**config.mk**
```make
export PLATFORM = sky130hd
export DESIGN_NAME = button_conditioner
export DESIGN_NICKNAME = d
export VERILOG_FILES = /design/src/rtl/button_conditioner_pkg.sv /design/src/rtl/button_channel.sv /design/src/rtl/button_conditioner.sv
export SDC_FILE = /design/constraint.sdc
export NUM_CORES = 1
export LEC_CHECK = 0
export ABC_AREA = 1
export CAP_MARGIN = 20
export CELL_PAD_IN_SITES_DETAIL_PLACEMENT = 2
export CELL_PAD_IN_SITES_GLOBAL_PLACEMENT = 2
export CORE_MARGIN = 10
export CORE_UTILIZATION = 39
export CTS_CLUSTER_SIZE = 16
export DETAILED_ROUTE_END_ITERATION = 8
export GPL_TIMING_DRIVEN = 0
export PLACE_DENSITY_LB_ADDON = 0.3
export SYNTH_ARGS = -nofsm -noshare
export SYNTH_HDL_FRONTEND = slang
export SYNTH_HIERARCHICAL = 1
export SYNTH_SLANG_ARGS = --single-unit
```
**constraint.sdc**
```tcl
create_clock -name clk -period 2.55 [get_ports clk]
set_input_delay 0.51 -clock clk [delete_from_list [all_inputs] [get_ports clk]]
set_output_delay 0.51 -clock clk [all_outputs]
set_load 0.02 [all_outputs]
```
**src/rtl/button_conditioner_pkg.sv**
```systemverilog
// Shared timing constants and repeat-FSM state type for the button conditioner.
package button_conditioner_pkg;

  localparam int unsigned CLK_FREQ_HZ      = 50_000_000;
  localparam int unsigned DEBOUNCE_MS      = 10;
  localparam int unsigned REPEAT_DELAY_MS  = 300;
  localparam int unsigned REPEAT_PERIOD_MS = 100;

  function automatic int unsigned ms_to_cycles(input int unsigned ms);
    return (CLK_FREQ_HZ / 1000) * ms;
  endfunction

  localparam int unsigned DEBOUNCE_CYCLES_DEF = ms_to_cycles(DEBOUNCE_MS);
  localparam int unsigned REPEAT_DELAY_DEF    = ms_to_cycles(REPEAT_DELAY_MS);
  localparam int unsigned REPEAT_PERIOD_DEF   = ms_to_cycles(REPEAT_PERIOD_MS);

  typedef enum logic [1:0] {
    REP_IDLE   = 2'd0,
    REP_DELAY  = 2'd1,
    REP_REPEAT = 2'd2
  } rep_state_e;

endpackage

```
**src/rtl/button_channel.sv**
```systemverilog
// One button: synchronizer, counter debounce, press/release pulses and
// optional typematic auto-repeat on the action strobe.
module button_channel
  import button_conditioner_pkg::*;
#(
  parameter int unsigned SYNC_STAGES     = 3,
  parameter int unsigned DEBOUNCE_CYCLES = DEBOUNCE_CYCLES_DEF,
  parameter int unsigned REPEAT_DELAY    = REPEAT_DELAY_DEF,
  parameter int unsigned REPEAT_PERIOD   = REPEAT_PERIOD_DEF,
  parameter bit          REPEAT_EN       = 1'b1
) (
  input  logic clk,
  input  logic reset,
  input  logic btn_i,
  output logic level_o,
  output logic press_o,
  output logic release_o,
  output logic action_o
);

  localparam int unsigned DB_W    = $clog2(DEBOUNCE_CYCLES + 1);
  localparam int unsigned REP_MAX = (REPEAT_DELAY > REPEAT_PERIOD) ? REPEAT_DELAY : REPEAT_PERIOD;
  localparam int unsigned REP_W   = $clog2(REP_MAX + 1);

  logic [SYNC_STAGES-1:0] sync_q;
  logic                   sync_s;
  logic [DB_W-1:0]        db_cnt_q, db_cnt_d;
  logic                   level_q, level_d;
  logic                   press_q, press_d;
  logic                   release_q, release_d;
  logic                   action_q;
  logic [REP_W-1:0]       rep_cnt_q;
  rep_state_e             state_q;

  assign sync_s = sync_q[SYNC_STAGES-1];

  // Level flips only after the synchronized input has disagreed for the full window.
  always_comb begin
    db_cnt_d  = '0;
    level_d   = level_q;
    press_d   = 1'b0;
    release_d = 1'b0;
    if (sync_s != level_q) begin
      if (db_cnt_q == DB_W'(DEBOUNCE_CYCLES - 1)) begin
        level_d   = sync_s;
        press_d   = sync_s;
        release_d = ~sync_s;
      end else begin
        db_cnt_d = db_cnt_q + DB_W'(1);
      end
    end
  end

  always_ff @(posedge clk) begin
    if (reset) begin
      sync_q    <= '0;
      db_cnt_q  <= '0;
      level_q   <= 1'b0;
      press_q   <= 1'b0;
      release_q <= 1'b0;
    end else begin
      sync_q    <= {sync_q[SYNC_STAGES-2:0], btn_i};
      db_cnt_q  <= db_cnt_d;
      level_q   <= level_d;
      press_q   <= press_d;
      release_q <= release_d;
    end
  end

  // Repeat FSM reacts to the same-edge press/release so action aligns with press.
  always_ff @(posedge clk) begin
    if (reset) begin
      state_q   <= REP_IDLE;
      rep_cnt_q <= '0;
      action_q  <= 1'b0;
    end else begin
      action_q <= 1'b0;
      case (state_q)
        REP_IDLE: begin
          if (press_d) begin
            action_q <= 1'b1;
            if (REPEAT_EN) begin
              state_q   <= REP_DELAY;
              rep_cnt_q <= REP_W'(REPEAT_DELAY - 1);
            end
          end
        end
        REP_DELAY, REP_REPEAT: begin
          if (release_d) begin
            state_q   <= REP_IDLE;
            rep_cnt_q <= '0;
          end else if (rep_cnt_q == '0) begin
            action_q  <= 1'b1;
            state_q   <= REP_REPEAT;
            rep_cnt_q <= REP_W'(REPEAT_PERIOD - 1);
          end else begin
            rep_cnt_q <= rep_cnt_q - REP_W'(1);
          end
        end
        default: begin
          state_q   <= REP_IDLE;
          rep_cnt_q <= '0;
        end
      endcase
    end
  end

  assign level_o   = level_q;
  assign press_o   = press_q;
  assign release_o = release_q;
  assign action_o  = action_q;

endmodule

```
**src/rtl/button_conditioner.sv**
```systemverilog
// Multi-channel push-button conditioner: one independent button_channel per input.
module button_conditioner
  import button_conditioner_pkg::*;
#(
  parameter int unsigned         CHANNELS        = 4,
  parameter int unsigned         SYNC_STAGES     = 3,
  parameter int unsigned         DEBOUNCE_CYCLES = DEBOUNCE_CYCLES_DEF,
  parameter int unsigned         REPEAT_DELAY    = REPEAT_DELAY_DEF,
  parameter int unsigned         REPEAT_PERIOD   = REPEAT_PERIOD_DEF,
  parameter logic [CHANNELS-1:0] REPEAT_MASK     = CHANNELS'(4'b0011)
) (
  input  logic                clk,
  input  logic                reset,
  input  logic [CHANNELS-1:0] btn_i,
  output logic [CHANNELS-1:0] level_o,
  output logic [CHANNELS-1:0] press_o,
  output logic [CHANNELS-1:0] release_o,
  output logic [CHANNELS-1:0] action_o
);

  for (genvar i = 0; i < CHANNELS; i++) begin : g_ch
    button_channel #(
      .SYNC_STAGES    (SYNC_STAGES),
      .DEBOUNCE_CYCLES(DEBOUNCE_CYCLES),
      .REPEAT_DELAY   (REPEAT_DELAY),
      .REPEAT_PERIOD  (REPEAT_PERIOD),
      .REPEAT_EN      (REPEAT_MASK[i])
    ) u_ch (
      .clk      (clk),
      .reset    (reset),
      .btn_i    (btn_i[i]),
      .level_o  (level_o[i]),
      .press_o  (press_o[i]),
      .release_o(release_o[i]),
      .action_o (action_o[i])
    );
  end

endmodule

```
# --- Yosys cells after proc, flatten, opt, wreduce, memory -nomap -nowiden ---
# Index checks and enable logic that the tools add are counted.
word_totals:
  romBits: 0
  in_bits: 6
  latchBits: 0
  register_bits: 208
  n_memories: 0
  ram_bits: 0
op_classes:
  n_addsub: 8
  shifts: 0
  eq_ne: 22
  magnitude_cmp: 0
  multipliers: 0
  bitwise: 10
  div: 0
  mux: 60
  reduce_logical: 24
op_table:
  columns: ["operator", "n"]
  rows:
  - ["$mux W24", 10]
  - ["$pmux W24 S2", 4]
  - ["$logic_not A24 Y1", 4]
  - ["$sub A24 B1 Y24 const B", 4]
  - ["$add A19 B1 Y19 const B", 4]
  - ["$eq A19 B19 Y1 const B", 4]
  - ["$mux W1", 28]
  - ["$mux W2", 10]
  - ["$pmux W2 S2", 4]
  - ["$reduce_and A2 Y1", 8]
  - ["$ne A3 B1 Y1 const B", 4]
  - ["$reduce_or A3 Y1", 4]
  - ["$not A1 Y1", 10]
  - ["$eq A2 B1 Y1 const B", 4]
  - ["$eq A2 B2 Y1 const B", 4]
  - ["$logic_not A2 Y1", 4]
  - ["$pmux W1 S2", 4]
  - ["$reduce_or A2 Y1", 4]
  - ["$ne A1 B1 Y1", 4]
  - ["$ne A2 B1 Y1 const B", 2]

# --- Depth between registers and ports, before layout ---
# Gate-level depths: netlist of the first run.
logic_depth:
  word_depth: 5
  depth_mapped: 12

# --- Modules after synthesis ---
# Netlist of the first run, hierarchy kept.
modules_own_cells:
  columns: ["module", "seq_area_each_um2", "cells_each", "instances", "area_each_um2"]
  rows:
  - ["button_channel at g_ch[0].u_ch ...", 1041.0, 430, 2, 2905.3]
  - ["button_channel at g_ch[3].u_ch", 1021.0, 386, 1, 2621.3]
  - ["button_channel at g_ch[2].u_ch", 1021.0, 371, 1, 2576.2]

# --- Worst setup path before layout of the first run ---
# OpenSTA, ideal clock, no wires.
synth_path:
  path_type: "reg-to-reg"
  start: "reg g_ch[0].u_ch.db_cnt_q[0]"
  end: "reg g_ch[0].u_ch.rep_cnt_q[22]"
  setup_slack_ns: 0.923
  setup_time_ns: 0.132
  period_less_slack_ns: 1.627
  t_arrival_ns: 1.494
  stages_incl_launch_ff: 11
  cell_sequence: "dfxtp_1 -> ha_1 -> nand3_2 -> nor3_4 -> nand3_1 -> nand2_2 -> inv_2 -> nand2_1 -> nand2_1 -> nand2_1 -> a21oi_1"
synth_between:
  elab_chain_cells: 5
synth_rtl:
  columns: ["item", "line_no", "text"]
  rows:
  - ["start, declared", "button_channel.sv:27", "logic [DB_W-1:0] db_cnt_q, db_cnt_d;"]
  - ["start signal, assigned", "button_channel.sv:63", "db_cnt_q <= db_cnt_d;"]
  - ["$eq A19 B19 Y1 *", "button_channel.sv:44", "if (db_cnt_q == DB_W'(DEBOUNCE_CYCLES - 1)) begin"]
  - ["$mux W1", "button_channel.sv:44", null]
  - ["$mux W1", "button_channel.sv:43", "if (sync_s != level_q) begin"]
  - ["$mux W24", "button_channel.sv:89", "if (release_d) begin"]
  - ["$pmux W24 S2", "button_channel.sv:78", "case (state_q)"]
  - ["end signal, assigned", "button_channel.sv:84", "rep_cnt_q <= REP_W'(REPEAT_DELAY - 1);"]
  - ["end signal, assigned", "button_channel.sv:95", "rep_cnt_q <= REP_W'(REPEAT_PERIOD - 1);"]
  - ["end signal, assigned", "button_channel.sv:97", "rep_cnt_q <= rep_cnt_q - REP_W'(1);"]
  - ["end, declared", "button_channel.sv:32", "logic [REP_W-1:0] rep_cnt_q;"]
# Mark *: on every way between the ends. The rest lies on a longest branch, timed or not.
# A chain may end at the register's enable or synchronous reset.

# --- Worst setup path after layout of the first run ---
layout_path:
  start: "in reset"
  end: "reg g_ch[1].u_ch.rep_cnt_q[11]"
layout_rtl:
  columns: ["item", "line_no", "text"]
  rows:
  - ["start, declared", "button_conditioner.sv:13", "input logic reset,"]
  - ["end signal, assigned", "button_channel.sv:84", null]
  - ["end signal, assigned", "button_channel.sv:95", null]
  - ["end signal, assigned", "button_channel.sv:97", null]
  - ["end, declared", "button_channel.sv:32", null]
# No word-level cell between the ends.

==> impl_results.md, run 1 <==
* Synthesis Warnings at 6
* CP bufs+invs at 3
* Slew HR at 32.51%
* Grt total ovfl at 0
* Root Driver: clkbuf_16
* Worst Path Max Fanout at 10
* Status: finished, final reports clean
* Hold Buf Count CTS at 0
* Crit path launch: reset
* DRC viols at 0
* Core Box Area at 0.02778 mm2
* Setup Viol. Count Final at 0
* Hold crit path type: reg2reg
* Final instance area at ~0.012 mm2
* Final GP Congestion at around 0.85
* Critical path's top delay family: buffers and inverters
* NumNets Final at 1684
* Synth area leaders: dfxtp_1 (37%), nand2_1 (14%), nor2_1 (10%)
* Cell count after synthesis at approximately 1.6k
* Worst Hold Depth at 2
* Starting Density at 39.62%
* Initial antenna violation count at 0
* Worst reg2reg setup slack at approximately 330 ps
* Row Count at 61
* Power per cell area at 546.6 mW/mm2
* VDD IR-drop max at approximately 0.35 mV
* Actual slew at the worst max-slew pin at between 1000 and 1500 ps
* Seq/Total Area, Yosys at a little under two fifths
* Antenna cell count at 0
* CP Depth at 4
* CP peak stage delay at 1130 ps
* Seq pwr share at a little under half
* Top Ports at 22
* Maximum number of pins on one net before global-route repair at 13
* R2r endpoint: g_ch[0].u_ch/rep_cnt_q[10]
* Worst-path cell chain: clkdlybuf4s50_1 -> clkbuf_1 -> clkbuf_1 -> a21oi_1
* Fillers at about 3.4k
* Synth Cell Area at between 0.01 and 0.015 mm2
* Vias per inst at ~5.2
* DIE AREA at roughly 0.035 mm2
* CTS tree: done
* Vias in the first global route at between 10k and 15k
* CP Capture Type: flip-flop
* Internal at 5.276 mW
* Slowest cell on the critical path: clkdlybuf4s50_1
* Synth-to-layout area growth at 13.22%
* Crit share post-route at roughly 96%
* Critical path launch point type: input pin
* CP endpoint: g_ch[1].u_ch/rep_cnt_q[11]
* Final slew viol count at 0
* Cell area after placement at 0.01169 mm2
* Switching pwr at 1.536 mW
* DP HPWL at approximately 26000 um
* Logic pwr share at between 1 and 1.5%
* Clock skew after layout at about 11 ps
* Placed cell count at 2016
* Post-synthesis cell type count at 47
* Setup bufs post-CTS at 0
* Layout cells sized above 1 at between 7 and 8%
* Reg2reg path depth at 9
* Fin. Hold Viols at 0
* WL/cell at 19.36 um
* Pre-CTS worst setup slack at -377.3 ps
* Fmax at 406.6 MHz
* # clock sinks at around 210
* Max-cap viol count at 0
* 1st-pass router iterations at 5
* Routed wire length at 39820 um
* Post-route ant nets at 0
* Clk slew on worst S/H paths at roughly 60 ps
* Critical path type: in2reg
* Clock latency on the worst-skew pair at around 550 ps
* Worst EP required at ~3000 ps
* Die X-Extent at about 190 um
* Clock power share at between 50 and 60%
* Dominant cell type by area after synthesis: dfxtp_1
* Main flop type after synthesis: dfxtp_1
* P_leak at 5.230 nW
* Mapped Nets at about 1.6k
* Sw frac at between 20% and 30%
* Post-cts resize count at 0
* Die height at 188.0 um
* Mean Syn Cell Area at approximately 6.8 um2
* EDFF count, synth at 0
* RSZ-0062 raised after global routing: no
* Global-route wire length before repair at between 60000 and 70000 um
* Bufs on Longest Clock Path at 3
* Finished Layout Cells at 2057
* CP most frequent cell: clkbuf_1
* R2R Path Start: g_ch[0].u_ch/rep_cnt_q[0]
* Via count at 10.78k
* Asr flop ratio synth at 0%
* Iteration-0 DRC Markers at between 400 and 500
* H-tree lvl count at 1
* Worst EP arrival at between 2000 and 3000 ps
* GRT Resource Usage Total at 22.42%
* Setup ws final at slightly above 90 ps
* Buffers on Ports at 21
* Synth top area share at 37.46%
* Period minus WS final at roughly 2500 ps
* CTS buffer count at 26
* Synth Register Bits at between 200 and 250
==> layout by cell type (no fill, tap or decap), drive strengths merged, types with 4 or more instances in the layout <==
cell type	n
buf	12
a21oi	83
nor3	29
o21bai	10
nor2	324
ha	12
dfxtp	206
inv	195
clkdlybuf4s50	21
o21ai	51
nand3	95
o21a	4
xnor2	17
nor3b	6
clkbuf	48
clkinv	5
xor2	64
nand3b	19
a211oi	4
nand2	418
nand4	35
and2	4
or2	7
==> per-stage QoR <==
stage	util (%)	setup TNS, ps	total power, mW	hold slack [ps]
floorplan	-	0	3.354	388.3
global placement	42.08	-10560	3.392	390.4
detailed placement	42.08	-16150	3.397	401.8
CTS	44.86	0	6.922	411.6
global route	44.86	0	7.049	428.3
finish	44.86	0	6.812	407.0
==> routing by layer <==
metal	GRT usage, %	vias up	wire (um)	part of all wire, %
met3	2.876	85	945	2.4
met2	42.22	146	20950	53
met4	8.523	0	1285	3.2
met1	24.89	5353	16630	42
li1	-	5199	-	-
met5	0	-	0	0
==> registers in the layout (all words and copies together), names as in the netlist <==
| register | cells |
|---|---|
| g_ch.u_ch/action_o | 4 |
| g_ch.u_ch/db_cnt_q | 76 |
| g_ch.u_ch/level_o | 4 |
| g_ch.u_ch/press_o | 4 |
| g_ch.u_ch/release_o | 4 |
| g_ch.u_ch/rep_cnt_q | 96 |
| g_ch.u_ch/state_q | 6 |
| g_ch.u_ch/sync_q | 12 |
==> cell usage after synthesis (2+ instances only) <==
cell type	n
ha_1	12
o21bai_1	10
o21ai_1	9
o31ai_1	2
and2_2	2
a21oi_1	83
o21a_1	4
nor2_2	17
nand2_1	407
dfxtp_1	206
nor3_1	20
xnor2_1	17
nand3_1	81
nor2_1	297
nor3b_1	5
nor3_4	4
nor2_4	8
buf_2	3
clkinv_1	2
nand2_4	4
nor2_8	2
nor3_2	5
inv_1	184
o211ai_1	2
or2_2	4
nor4_1	2
buf_6	7
o21ai_0	41
and2_1	2
a211oi_1	4
nand3_4	2
nand2_2	7
nand4_2	2
inv_2	11
clkbuf_1	9
nor4b_1	2
nand4_1	33
nand3b_1	19
buf_4	2
or2_0	3
xor2_1	64
nand3_2	12
==> worst reg2reg max path: stages (launching register included) <==
cell and delay (ps):
dfxtp_1 300, inv_1 130, ha_1 250, nand3_1 170, nor2_1 310, nand4_1 290, nand3_2 240, nand2_1 170
o211ai_1 170, a21oi_1 70
==> kinds of logic (layout without fill, tap and decap cells) <==
logic type / count (synthesis) / in the layout / synth area share, %
adder cells (fa/ha/maj): 12 / 12 / 1.364
XOR/XNOR: 81 / 81 / 6.445
AND/OR/NAND/NOR: 942 / 942 / 38.84
flip-flops: 206 / 206 / 37.46
buffers and inverters: 219 / 281 / 8.138
AO/OA/AOI/OAI: 157 / 157 / 7.752
==> layout make-up <==
class,count,area (um2),area share (%)
Multi-Input combinational cell,1192,5988,48.05
Sequential cell,206,4124,33.09
Clock buffer,38,757.0,6.074
Inverter,197,739.5,5.933
Tap cell,378,473.0,3.795
Timing Repair Buffer,21,210.2,1.687
Buffer,22,156.4,1.255
Clock inverter,3,15.01,0.1205
==> power groups by stage <==
stage / Combinational, mW / Sequential, mW / Clock [mW]
finish: 0.0982 / 3.23 / 3.48
global route: 0.107 / 3.23 / 3.71
CTS: 0.0989 / 3.23 / 3.59
detailed placement: 0.0958 / 3.30 / 0
global placement: 0.0911 / 3.30 / 0
floorplan: 0.0537 / 3.30 / 0
==> worst min path at each step <==
stage                                       from                     end  slack (ps)
after floorplan           g_ch[0].u_ch/sync_q[0]  g_ch[0].u_ch/sync_q[1]         390
after global placement    g_ch[1].u_ch/sync_q[0]  g_ch[1].u_ch/sync_q[1]         390
after detailed placement  g_ch[1].u_ch/sync_q[1]  g_ch[1].u_ch/sync_q[2]         400
after CTS                 g_ch[1].u_ch/sync_q[1]  g_ch[1].u_ch/sync_q[2]         410
after global routing      g_ch[3].u_ch/sync_q[0]  g_ch[3].u_ch/sync_q[1]         430
final                     g_ch[1].u_ch/sync_q[1]  g_ch[1].u_ch/sync_q[2]         410
No activity file was read; power rests on OpenSTA's default activity.
==> run 2, diff against run 1 <==
--- a/config.mk
+++ b/config.mk
@@ -11,6 +11,7 @@
 export CELL_PAD_IN_SITES_GLOBAL_PLACEMENT = 2
 export CORE_MARGIN = 10
 export CORE_UTILIZATION = 39
+export CTS_CLUSTER_DIAMETER = 150
 export CTS_CLUSTER_SIZE = 16
 export DETAILED_ROUTE_END_ITERATION = 8
 export GPL_TIMING_DRIVEN = 0
==> impl_results.md, run 2 (synthesis gave the netlist of run 1 again) <==
* Maximum number of pins on one net before global-route repair at 17 (+4)
* Bufs on Longest Clock Path at 3 (unchanged)
* Die X-Extent at 188.0 um (unchanged)
* Clock latency on the worst-skew pair at 490 ps (-60 ps)
* Internal at 4.462 mW (-15%)
* Largest regs: g_ch.u_ch/rep_cnt_q (96), g_ch.u_ch/db_cnt_q (76), g_ch.u_ch/sync_q (12)
* Multi-input logic area at 0.005988 mm2 (unchanged)
* Worst Path Max Fanout at 6 (-4)
* Fillers at 3457 (+1.4%)
* CTS tree: done
* Seq pwr share at 56.4% (+9.0 points)
* Fin. Hold Viols at 0 (unchanged)
* DP HPWL at 26000 um (unchanged)
* Iteration-0 DRC Markers at 375 (-15%)
* Setup ws final at 288.4 ps (+197.6 ps)
* Via count at 10.50k (-2.7%)
* Register Area at 0.004124 mm2 (unchanged)
* Met3 Track Usage GR at 1.818% (-1.1 points)
* Pre-CTS worst setup slack at -377.3 ps (unchanged)
* Synth-to-layout area growth at 10.22%
* WL/cell at 17.51 um (-9.5%)
* Top Ports at 22 (unchanged)
* Initial antenna violation count at 0 (unchanged)
* Post-route ant nets at 0 (unchanged)
* Switching pwr at 1.255 mW (-18%)
* CP Capture Type: flip-flop
* P_leak at 5.075 nW (-3.0%)
* DIE AREA at 0.03535 mm2 (unchanged)
* Final GP Congestion at 0.8518 (unchanged)
* GR Util met2 at 38.18% (-4.0 points)
* RSZ-0062 raised after global routing: no
* Largest Register: g_ch.u_ch/rep_cnt_q
* Critical path type: reg2reg
* Final slew viol count at 0 (unchanged)
* Setup Viol. Count Final at 0 (unchanged)
* Global routing usage on met1 at 22.69% (-2.2 points)
* Actual slew at the worst max-slew pin at 968.7 ps (-40.48 ps)
* VDD IR-drop max at 0.4097 mV (+16%)
* Crit share post-route at 88.69% (-7.7 points)
* Logic pwr share at 1.7% (+0.3 points)
* Max reg flops at 96 (unchanged)
* Hold crit path type: reg2reg
* Layer with the highest usage: met2
* Power per cell area at 471.1 mW/mm2 (-14%)
* 1st-pass router iterations at 4 (-1)
* Sw frac at 21.95% (-0.60 points)
* Most frequent cells in the layout: nand2_1 (407), nor2_1 (297), dfxtp_1 (206), inv_1 (184), a21oi_1 (83)
* Buffers on Ports at 21 (unchanged)
* Worst-path cell chain: inv_1 -> ha_1 -> nand3_1 -> nor2_1 -> nand4_1 -> nand3_2 -> nand2_1 -> o211ai_1 -> a21oi_1
* Core Box Area at 0.02778 mm2 (unchanged)
* Final Power at 5.716 mW (-16%)
* Antenna cell count at 0 (unchanged)
* Setup bufs post-CTS at 0 (unchanged)
* Worst EP arrival at 2630 ps (-230 ps)
* H-tree lvl count at 1 (unchanged)
* Fin Setup TNS at 0 ps (unchanged)
* Grt total ovfl at 0 (unchanged)
* Slowest cell on the critical path: nor2_1
* Vias in the first global route at 11.78k (-4.4%)
* Period minus WS final at 2262 ps (-197.6 ps)
* WHS at 407.4 ps (+0.4400 ps)
* NumNets Final at 1674 (-0.59%)
* Clock power share at 41.9% (-9.2 points)
* Global-route wire length before repair at 59410 um (-9.6%)
* Critical path launch point type: flip-flop
* Clk slew on worst S/H paths at 80 ps (+20 ps)
* Max-cap viol count at 0 (unchanged)
* Most common cell after layout, fill and taps aside: nand2_1
* Status: finished, final reports clean
* # clock sinks at 206 (unchanged)
* Die height at 188.0 um (unchanged)
* Layout cells sized above 1 at 6.824% (-0.86 points)
* DRC viols at 0 (unchanged)
* Starting Density at 39.62% (unchanged)
* Clock skew after layout at 19.06 ps (+7.917 ps)
* Row Count at 61 (unchanged)
* Slew HR at 35.32% (+2.8 points)
* CTS buffer count at 16 (-38%)
* Worst EP required at 2920 ps (-30 ps)
* GRT Resource Usage Total at 19.88% (-2.5 points)
* Routed wire length at 35620 um (-11%)
* Root Driver: clkbuf_16
* Vias per inst at 5.161 (-1.6%)
* CP peak stage delay at 350 ps (-780 ps)
* Fmax at 442.2 MHz (+8.7%)
==> run 2: what timing repair did <==
item                       CTS  global route
setup endpoints to repair    0             6
gates resized for setup      0             1
hold buffers                 0             0
==> run 2: per-layer routing <==
metal / vias up / routed length, um
li1: 5164 / -
met5: - / 0
met3: 43 / 697
met2: 90 / 18960
met1: 5200 / 15310
met4: 0 / 660
==> run 2: area by class of cell <==
type	instances	area share, %
Clock buffer	18	3.620
Timing Repair Buffer	21	1.753
Sequential cell	206	33.99
Buffer	22	1.289
Tap cell	378	3.898
Inverter	197	6.095
Multi-Input combinational cell	1192	49.36
==> run 2: path summary, 6_finish.rpt <==
kind | startpoint | endpoint | slack, ps | cells past startpoint
setup / recovery | g_ch[1].u_ch/rep_cnt_q[0] | g_ch[1].u_ch/rep_cnt_q[10] | 290 | 9
hold / removal | g_ch[2].u_ch/sync_q[1] | g_ch[2].u_ch/sync_q[2] | 410 | 2
setup reg to reg | g_ch[1].u_ch/rep_cnt_q[0] | g_ch[1].u_ch/rep_cnt_q[10] | 290 | 9
hold reg to reg | g_ch[2].u_ch/sync_q[1] | g_ch[2].u_ch/sync_q[2] | 410 | 2
==> run 2: critical path: cells and delay by family, from the launching register on <==
kind / cells / cell delay [ps]
DFF: 1 / 310
adders and majority gates: 1 / 230
and+or+nand+nor: 5 / 1240
buffers and inverters: 1 / 120
AOI/OAI and AO/OA: 2 / 270
==> run 2: power groups by stage <==
stage / combinational (mW) / sequential, mW / clock [mW]
2_1_floorplan: 0.0537 / 3.30 / 0
3_3_place_gp: 0.0911 / 3.30 / 0
3_5_place_dp: 0.0958 / 3.30 / 0
4_1_cts: 0.0968 / 3.22 / 2.50
5_1_grt: 0.105 / 3.23 / 2.62
6_report: 0.0944 / 3.23 / 2.40
==> run 2: per-stage QoR <==
step           std cells  util (%)  instance area [um2]
3_3_place_gp        2016     42.08                11690
5_1_grt             2034     43.67                12130
2_1_floorplan       1617         -                11010
3_5_place_dp        2016     42.08                11690
4_1_cts             2034     43.66                12130
6_report            2034     43.67                12130
==> run 3, diff against run 2 <==
--- a/config.mk
+++ b/config.mk
@@ -16,6 +16,7 @@
 export DETAILED_ROUTE_END_ITERATION = 8
 export GPL_TIMING_DRIVEN = 0
 export PLACE_DENSITY_LB_ADDON = 0.3
+export SLEW_MARGIN = 20
 export SYNTH_ARGS = -nofsm -noshare
 export SYNTH_HDL_FRONTEND = slang
 export SYNTH_HIERARCHICAL = 1
==> results of run 3 <==
Final layout, timing and power as in run 2 (identical DEF).
